===== src/rtl/yapay_zeka_carp_topla_birimi_if.sv =====
// Result write-back channel of the multiply-accumulate unit.
// The unit drives result and valid; the write-back stage drives ready.
interface yapay_zeka_carp_topla_birimi_if;
    logic [31:0] sonuc_o;
    logic        sonuc_gecerli_o;
    logic        sonuc_hazir_i;

    modport master (
        output sonuc_o,
        output sonuc_gecerli_o,
        input  sonuc_hazir_i
    );

    modport slave (
        input  sonuc_o,
        input  sonuc_gecerli_o,
        output sonuc_hazir_i
    );
endinterface


===== src/rtl/yapay_zeka_carp_topla_birimi.sv =====
// Dot product of N data/filter buffer element pairs, accumulated onto a bias.
// Define YAPAY_ZEKA_DOYMA_EN for saturating product and accumulation.
module yapay_zeka_carp_topla_birimi #(
    parameter int ELEMAN_MAKS = 16
) (
    input  logic        clk_i,
    input  logic        rst_i,
    input  logic        baslat_i,
    input  logic [4:0]  eleman_sayisi_i,
    input  logic [31:0] sapma_i,
    input  logic [31:0] veri_deger_i,
    input  logic [31:0] filtre_deger_i,
    output logic        veri_oku_en_o,
    output logic        filtre_oku_en_o,
    output logic        mesgul_o,
    yapay_zeka_carp_topla_birimi_if.master sonuc_if
);

    typedef enum logic [1:0] {
        BOSTA  = 2'd0,
        OKU    = 2'd1,
        BOSALT = 2'd2,
        SONUC  = 2'd3
    } durum_e;

    localparam logic [4:0] N_MAKS = 5'(ELEMAN_MAKS);

`ifdef YAPAY_ZEKA_DOYMA_EN
    function automatic logic [31:0] carp(input logic [31:0] a,
                                         input logic [31:0] b);
        logic [63:0] tam;
        tam = {{32{a[31]}}, a} * {{32{b[31]}}, b};
        if (!tam[63] && (tam[62:31] != 32'h0)) begin
            return 32'h7FFF_FFFF;
        end else if (tam[63] && (tam[62:31] != 32'hFFFF_FFFF)) begin
            return 32'h8000_0000;
        end else begin
            return tam[31:0];
        end
    endfunction

    function automatic logic [31:0] topla(input logic [31:0] a,
                                          input logic [31:0] b);
        logic [32:0] s;
        s = {a[31], a} + {b[31], b};
        if (s[32] != s[31]) begin
            return s[32] ? 32'h8000_0000 : 32'h7FFF_FFFF;
        end else begin
            return s[31:0];
        end
    endfunction
`else
    function automatic logic [31:0] carp(input logic [31:0] a,
                                         input logic [31:0] b);
        return a * b;
    endfunction

    function automatic logic [31:0] topla(input logic [31:0] a,
                                          input logic [31:0] b);
        return a + b;
    endfunction
`endif

    durum_e      durum_q, durum_d;
    logic [4:0]  n_q, n_d;
    logic [4:0]  sayac_q, sayac_d;
    logic [31:0] acc_q, acc_d;
    logic [31:0] p_q, p_d;
    logic        pv_q, pv_d;
    logic [31:0] sonuc_q, sonuc_d;

    // Next-state, datapath updates and outputs
    always_comb begin
        durum_d = durum_q;
        n_d     = n_q;
        sayac_d = sayac_q;
        acc_d   = acc_q;
        p_d     = p_q;
        pv_d    = pv_q;
        sonuc_d = sonuc_q;

        veri_oku_en_o            = 1'b0;
        filtre_oku_en_o          = 1'b0;
        mesgul_o                 = (durum_q != BOSTA);
        sonuc_if.sonuc_gecerli_o = 1'b0;

        unique case (durum_q)
            BOSTA: begin
                if (baslat_i) begin
                    n_d     = (eleman_sayisi_i > N_MAKS) ? N_MAKS
                                                         : eleman_sayisi_i;
                    acc_d   = sapma_i;
                    pv_d    = 1'b0;
                    sayac_d = 5'd0;
                    durum_d = (n_d == 5'd0) ? BOSALT : OKU;
                end
            end
            OKU: begin
                veri_oku_en_o   = 1'b1;
                filtre_oku_en_o = 1'b1;
                p_d             = carp(veri_deger_i, filtre_deger_i);
                pv_d            = 1'b1;
                if (pv_q) begin
                    acc_d = topla(acc_q, p_q);
                end
                sayac_d = sayac_q + 5'd1;
                if (sayac_d == n_q) begin
                    durum_d = BOSALT;
                end
            end
            BOSALT: begin
                if (pv_q) begin
                    acc_d = topla(acc_q, p_q);
                end
                pv_d    = 1'b0;
                sonuc_d = acc_d;
                durum_d = SONUC;
            end
            SONUC: begin
                sonuc_if.sonuc_gecerli_o = 1'b1;
                if (sonuc_if.sonuc_hazir_i) begin
                    durum_d = BOSTA;
                end
            end
            default: durum_d = BOSTA;
        endcase
    end

    // State and datapath registers
    always_ff @(posedge clk_i or posedge rst_i) begin
        if (rst_i) begin
            durum_q <= BOSTA;
            n_q     <= 5'd0;
            sayac_q <= 5'd0;
            acc_q   <= 32'd0;
            p_q     <= 32'd0;
            pv_q    <= 1'b0;
            sonuc_q <= 32'd0;
        end else begin
            durum_q <= durum_d;
            n_q     <= n_d;
            sayac_q <= sayac_d;
            acc_q   <= acc_d;
            p_q     <= p_d;
            pv_q    <= pv_d;
            sonuc_q <= sonuc_d;
        end
    end

    assign sonuc_if.sonuc_o = sonuc_q;

endmodule


===== src/flat_wrapper.sv =====
// flat-port wrapper written by rule: the top's interface ports become plain ports
module yapay_zeka_carp_topla_birimi_flat 
#(
    parameter int ELEMAN_MAKS = 16
)
  (clk_i, rst_i, baslat_i, eleman_sayisi_i, sapma_i, veri_deger_i, filtre_deger_i, veri_oku_en_o, filtre_oku_en_o, mesgul_o, sonuc_if_sonuc_o, sonuc_if_sonuc_gecerli_o, sonuc_if_sonuc_hazir_i);
  yapay_zeka_carp_topla_birimi_if sonuc_if_i ();
  input  logic clk_i;
  input  logic rst_i;
  input  logic baslat_i;
  input  logic [4:0] eleman_sayisi_i;
  input  logic [31:0] sapma_i;
  input  logic [31:0] veri_deger_i;
  input  logic [31:0] filtre_deger_i;
  output logic veri_oku_en_o;
  output logic filtre_oku_en_o;
  output logic mesgul_o;
  output wire logic [$bits(sonuc_if_i.sonuc_o)-1:0] sonuc_if_sonuc_o;
  output wire logic [$bits(sonuc_if_i.sonuc_gecerli_o)-1:0] sonuc_if_sonuc_gecerli_o;
  input wire logic [$bits(sonuc_if_i.sonuc_hazir_i)-1:0] sonuc_if_sonuc_hazir_i;
  assign sonuc_if_sonuc_o = sonuc_if_i.sonuc_o;
  assign sonuc_if_sonuc_gecerli_o = sonuc_if_i.sonuc_gecerli_o;
  assign sonuc_if_i.sonuc_hazir_i = sonuc_if_sonuc_hazir_i;
  yapay_zeka_carp_topla_birimi #(.ELEMAN_MAKS(ELEMAN_MAKS)) u_core (.clk_i(clk_i), .rst_i(rst_i), .baslat_i(baslat_i), .eleman_sayisi_i(eleman_sayisi_i), .sapma_i(sapma_i), .veri_deger_i(veri_deger_i), .filtre_deger_i(filtre_deger_i), .veri_oku_en_o(veri_oku_en_o), .filtre_oku_en_o(filtre_oku_en_o), .mesgul_o(mesgul_o), .sonuc_if(sonuc_if_i));
endmodule

===== config.mk =====
export PLATFORM = sky130hd
export DESIGN_NAME = yapay_zeka_carp_topla_birimi_flat
export DESIGN_NICKNAME = d
export VERILOG_FILES = /design/src/rtl/yapay_zeka_carp_topla_birimi_if.sv /design/src/rtl/yapay_zeka_carp_topla_birimi.sv /design/src/flat_wrapper.sv
export SDC_FILE = /design/constraint.sdc
export NUM_CORES = 1
export LEC_CHECK = 0
export BUFFER_PORTS_ARGS = -buffer_cell sky130_fd_sc_hd__buf_4
export CAP_MARGIN = 5
export CORE_ASPECT_RATIO = 1.2
export CORE_MARGIN = 2
export CORE_UTILIZATION = 30
export CTS_CLUSTER_SIZE = 8
export DETAILED_ROUTE_END_ITERATION = 6
export HOLD_SLACK_MARGIN = 0.05
export SYNTH_ARGS = -nofsm -noshare
export SYNTH_HDL_FRONTEND = slang
export SYNTH_SLANG_ARGS = --single-unit

===== constraint.sdc =====
create_clock -name clk_i -period 3.5 [get_ports clk_i]
set_clock_uncertainty 0.15 [all_clocks]
set_input_delay 0 -clock clk_i [delete_from_list [all_inputs] [get_ports clk_i]]
set_output_delay 0 -clock clk_i [all_outputs]
set_load 0.01 [all_outputs]

==> results of run 1 <==
[routing by layer]
layer | up-vias | wire length, um
met5 | - | 23
met4 | 4 | 2660
met3 | 136 | 3340
met2 | 528 | 32600
met1 | 8753 | 28200
li1 | 8197 | -
[critical path, stage by stage]
cell and delay, ps:
buf_12 110, and2_4 130, fa_1 550, fa_1 440
fa_1 530, inv_2 50, fa_1 530, inv_1 50
fa_1 520, inv_1 70, fa_1 500, inv_2 40
fa_1 540, fa_1 470, ha_4 270, a21o_1 150
a21o_1 160, a21oi_2 170, o21ai_2 70, a31oi_2 210
a21o_1 240, nand2_1 70, a31oi_1 160, xnor2_1 90
mux2_4 250
[state kept, by name, summed over array words and instances (netlist names)]
name and flops:
u_core.durum_q 2, u_core.n_q 5, u_core.acc_q 32, u_core.sayac_q 5, u_core.pv_q 1, u_core.p_q 32, u_core.sonuc_if.sonuc_o 32
[stage by stage]
step / setup TNS [ps] / util, % / std cells
detailed placement: -67250 / 36.0 / 3643
CTS: -53990 / 38.5 / 3731
finish: -54260 / 38.9 / 3738
global placement: -66520 / 36.0 / 3643
floorplan: -53670 / - / 2428
global route: -58100 / 38.9 / 3737
[cell type report]
cell class	count	area [um^2]	area share [%]
tap	935	1170	4.15
clock buffer	12	256	0.910
antenna	1	2.50	0.00888
multi-input combinational	1775	18200	64.5
inverter	423	1590	5.64
sequential	109	2730	9.68
timing repair buffer	479	4200	14.9
clock inverter	4	52.6	0.186
[worst paths after layout]
check	from	endpoint	cells past startpoint
min in group asynchronous	rst_i	u_core.sayac_q[3]	3
min	veri_deger_i[0]	u_core.p_q[0]	4
max in group asynchronous	rst_i	u_core.p_q[7]	4
max reg2reg	u_core.acc_q[15]	u_core.acc_q[31]	10
max	filtre_deger_i[5]	u_core.p_q[30]	25
min reg2reg	u_core.acc_q[23]	u_core.acc_q[23]	1
[timing repair]
item / 4_1_cts / 5_1_grt
hold endpoints to repair: 105 / 0
pin swaps: 67 / 34
gates resized for setup: 143 / 46
endpoints found under the setup margin: 26 / 32
buffers inserted: 25 / 6
hold buffers: 40 / 0
gates cloned: 7 / 0
[cells by family (layout without fill, tap and decap cells)]
group,Yosys count,after routing,synth area share (%)
adder cells (fa/ha/maj),568,568,46.2
flip-flops,109,109,12.4
XOR/XNOR,117,117,4.65
buffers and inverters,544,918,9.28
AO/OA/AOI/OAI,284,284,7.91
other,0,1,0
AND/OR/NAND/NOR,754,754,17.1
multiplexers,52,52,2.51
[cells in the final DEF (no fill, tap or decap), types with 7 or more instances in the layout]
master / count
buf_6: 24
inv_2: 10
a211oi_1: 8
nor2_1: 78
nand2_1: 300
o21ai_0: 52
ha_1: 117
inv_1: 410
xor2_1: 27
buf_4: 382
and2_1: 280
clkbuf_16: 9
a21oi_2: 18
xnor2_1: 83
nor2b_1: 7
ha_4: 37
mux2_4: 14
buf_12: 21
a21o_1: 38
o21a_1: 9
dfrtp_1: 108
mux2_2: 12
fa_2: 13
mux2i_1: 26
nand2b_1: 12
nand3_1: 18
and2_4: 11
dlygate4sd3_1: 40
o22ai_1: 12
o21bai_1: 7
a31oi_1: 10
fa_1: 396
a21oi_1: 74
==> results.yml, run 1 <==
synth:
  synth_commonest_cells: "inv_1 (421), fa_1 (409), nand2_1 (301)"
  syn_inst: 2428
  synth_ff_type: "dfrtp_1"
  yosys_warnings: 0
  synth_largest_area_cell: "fa_1"
  synth-seq-cells: 109
  synth-edff-count: 0
  avgSynthCellArea_um2: 9.08
  ys_seq_area_share_pct: 12.4
  synth_cell_types: 58
  yosysMostFrequentCell: "inv_1"
  synthTopCellsByArea: "fa_1 (37%), dfrtp_1 (12%), ha_1 (9.0%), and2_1 (8.3%), inv_1 (7.2%)"
  synthArstFlopShare_pct: 100
  synth_nets: 3101
  synth.top_cell.area_share_pct: 37.1
  syn_area_um2: 22000
placed_design:
  dpl.hpwl_um: 54300
  portBuffers: 140
  gp_congestion: 0.876
  placed_area_um2: 26100
  pre_cts_ws_ps: -3280
grt:
  use_met3_pct: 2.36
  gr-usage-all-layers_pct: 18.1
  use_met2_pct: 31.7
  top_usage_layer: "met2"
  antenna_found_initial: 2
  grt_max_degree: 66
  grt_pass1_vias: 19200
  use_met1_pct: 22.6
  gr-total-overflow: 0
  grt_pass1_wl_um: 106000
status:
  violations: "negative setup slack"
  status: "complete, but fails checks"
finish:
  final_area_um2: 28200
  fill_cells: 7190
  final_nets: 3470
  drive_gt1_share_pct: 22.3
  area_delta_synth_final_pct: 27.9
cts:
  cts_tree: "yes"
  cts_root_buf: "clkbuf_16"
  clk_latency_ps: 360
  clockBufferDepth: 2
  path_clk_slew_ps: 70
  htreeDepth: 3
  clkSinkCount: 109
  cts_buffers: 9
floorplan:
  die_h_um: 301
  core-area_um2: 72600
  start_util_pct: 30.4
  die-area_um2: 75700
  top_level_ports: 141
  die_x_um: 251
  num_rows: 108
setup_path:
  criticalPathCategory: "input port to flip-flop"
  worstSetupStartpointType: "input port"
  r2r_slack_ps: 150
  required_ps: 3590
  cp.arrival_ps: 6370
  crit_path_end_kind: "flip-flop"
  crit_path_max_fanout: 6
detailed_routing:
  drc: 0
  detail_route.vias_per_cell: 4.71
  first_pass_iters: 5
  via_count: 17600
  final_antenna_net_count: 0
  avgRoutedWirePerCell_um: 17.9
  wl_um: 66800
  drtIter0Drc: 1081
sta:
  grt_setup_unrepaired: "true"
  max_freq_mhz: 159
  setup_ws_ps: -2780
  worst_slew_pin_slew_ps: 834
  timing.final.crit_share_pct: 179
  slew_headroom_pct: 44.4
  hold_violations: 0
  setup_viol: 26
  maxSlewViolCount: 0
  period_needed_ps: 6280
  fin_hold_ws_ps: 151
worst_hold_path:
  holdCritPathClass: "input port to flip-flop"
job:
  maxCapViolCount: 0
Power of run 1 is left out: the tool's default activity adds up to more than one toggle a clock period on the data nets, which glitch-free logic cannot reach.
==> run 2, diff against run 1 <==
clock period = 5.8 ns   (was 3.5 ns; I/O delays follow)
==> run 2 against run 1 <==
Against the previous run:
- the run still ends with negative setup slack left
- utilization is 1.0 points lower
- die area stayed put
- critical path depth stayed put
- hold slack worse by 82 ps
- global-route usage is 0.89 points lower
- setup slack better by 2400 ps
- routed wire length is 5.5% lower
- non-clock buffer count is 48 lower
- first-iteration DRC count is 35% lower
- sequential share of layout area is 0.27 points higher
- cell count is 1.3% lower
- register-to-register slack better by 2000 ps
- critical endpoint unchanged
- largest cell class unchanged
- highest routed layer is now met4
==> results.yml, run 2 (synthesis results as in run 1) <==
cts:
  clk_latency_ps: 370
  path_clk_slew_ps: 70
  cts_buffers: 9
  htreeDepth: 3
  cts_root_buf: "clkbuf_16"
  clockBufferDepth: 2
  clkSinkCount: 109
  cts_tree: "yes"
detailed_routing:
  drtIter0Drc: 700
  via_count: 17200
  first_pass_iters: 7
  final_antenna_net_count: 0
  detail_route.vias_per_cell: 4.67
  drc: 0
  avgRoutedWirePerCell_um: 17.1
  wl_um: 63100
sta:
  maxSlewViolCount: 0
  worst_slew_pin_slew_ps: 1130
  period_needed_ps: 6200
  setup_ws_ps: -401
  setup_viol: 12
  max_freq_mhz: 161
  slew_headroom_pct: 24.8
  grt_setup_unrepaired: "true"
  hold_violations: 0
  timing.final.crit_share_pct: 107
  setup_tns_ps: -2800
grt:
  antenna_found_initial: 2
  gr-total-overflow: 0
  grt_pass1_wl_um: 102000
  grt_pass1_vias: 18600
  grt_max_degree: 72
  gr-usage-all-layers_pct: 17.2
finish:
  seq_area_um2: 2730
  final_common_cell: "inv_1"
  final_area_um2: 27400
  antenna_cells: 0
  drive_gt1_share_pct: 20.2
  mostFrequentLayoutCells: "inv_1 (406), fa_1 (393), buf_4 (332)"
  final_nets: 3422
  area_delta_synth_final_pct: 24.5
  fill_cells: 7319
  multi_input_comb_area_um2: 17900
job:
  maxCapViolCount: 0
floorplan:
  core-area_um2: 72600
  die_h_um: 301
  start_util_pct: 30.4
  die-area_um2: 75700
  num_rows: 108
  die_x_um: 251
  top_level_ports: 141
setup_path:
  path_buf_inv: 5
  worstSetupStartpointType: "input port"
  crit_path_top_delay_cell: "fa_1"
  cp.arrival_ps: 6300
  crit_path_max_fanout: 5
  r2r_slack_ps: 2130
  criticalPathCategory: "input port to flip-flop"
  critPathTopFamily: "adder cells"
  rr_startpoint: "u_core.p_q[0]"
  reg2reg_depth: 13
  required_ps: 5900
  crit_path_end_kind: "flip-flop"
  r2r-end: "u_core.sonuc_if.sonuc_o[30]"
  max_stage_delay_ps: 550
  path_common_cell: "fa_1"
placed_design:
  portBuffers: 140
  pre_cts_ws_ps: -927
  placed_area_um2: 25700
  gp_congestion: 0.908
  dpl.hpwl_um: 53500
status:
  status: "complete, but fails checks"
  violations: "negative setup slack"
worst_hold_path:
  holdCritPathClass: "input port to asynchronous set/reset pin"
[run 2: worst reg2reg max path, delay by kind of cell (launching register included)]
family,cells,cell delay (ps)
fa+ha+maj,2,460
simple gates,2,410
flops,1,420
compound gates,7,1950
buf+inv,1,80
mux,1,90
[run 2: stage by stage]
step / utilization [%] / cells / hold WS, ps
2_1_floorplan: - / 2428 / -22.4
3_3_place_gp: 35.5 / 3601 / -76.3
3_5_place_dp: 35.5 / 3601 / -73.2
4_1_cts: 37.4 / 3682 / 85.5
5_1_grt: 37.8 / 3689 / 107
6_report: 37.8 / 3689 / 69.5
[run 2: final cells by class]
| class | count | area share, % |
|---|---|---|
| clock buffers | 10 | 0.871 |
| clock inverters | 6 | 0.251 |
| inverters | 423 | 5.80 |
| multi-input cells | 1775 | 65.2 |
| flip-flops and latches | 109 | 9.94 |
| well taps | 935 | 4.26 |
| repair buffers | 431 | 13.7 |
[run 2: how the worst max path moves through the flow]
stage	slack [ps]	depth (start not counted)	startpoint	to
after CTS	-400	23	filtre_deger_i[8]	u_core.p_q[31]
after detailed placement	-930	25	veri_deger_i[13]	u_core.p_q[31]
after global routing	-640	25	filtre_deger_i[7]	u_core.p_q[30]
final	-400	25	filtre_deger_i[7]	u_core.p_q[30]
after floorplan	-520	26	filtre_deger_i[3]	u_core.p_q[28]
after global placement	-880	25	veri_deger_i[13]	u_core.p_q[31]
[run 2: layer usage]
layer | up-vias | wire length, um | track usage [%]
li1 | 8075 | - | -
met1 | 8733 | 26300 | 20.9
met2 | 330 | 33400 | 32.6
met3 | 83 | 1700 | 1.16
met4 | 0 | 1730 | 4.62
met5 | - | 0 | 0
[run 2: what timing repair did]
| action | 4_1_cts | 5_1_grt |
|---|---|---|
| endpoints found under the hold margin | 80 | 0 |
| buffers inserted | 24 | 10 |
| gates cloned | 0 | 1 |
| pin swaps | 101 | 65 |
| gates resized for setup | 101 | 72 |
| endpoints found under the setup margin | 12 | 17 |
| hold buffers | 41 | 0 |
Power of run 2 is left out for the same reason.
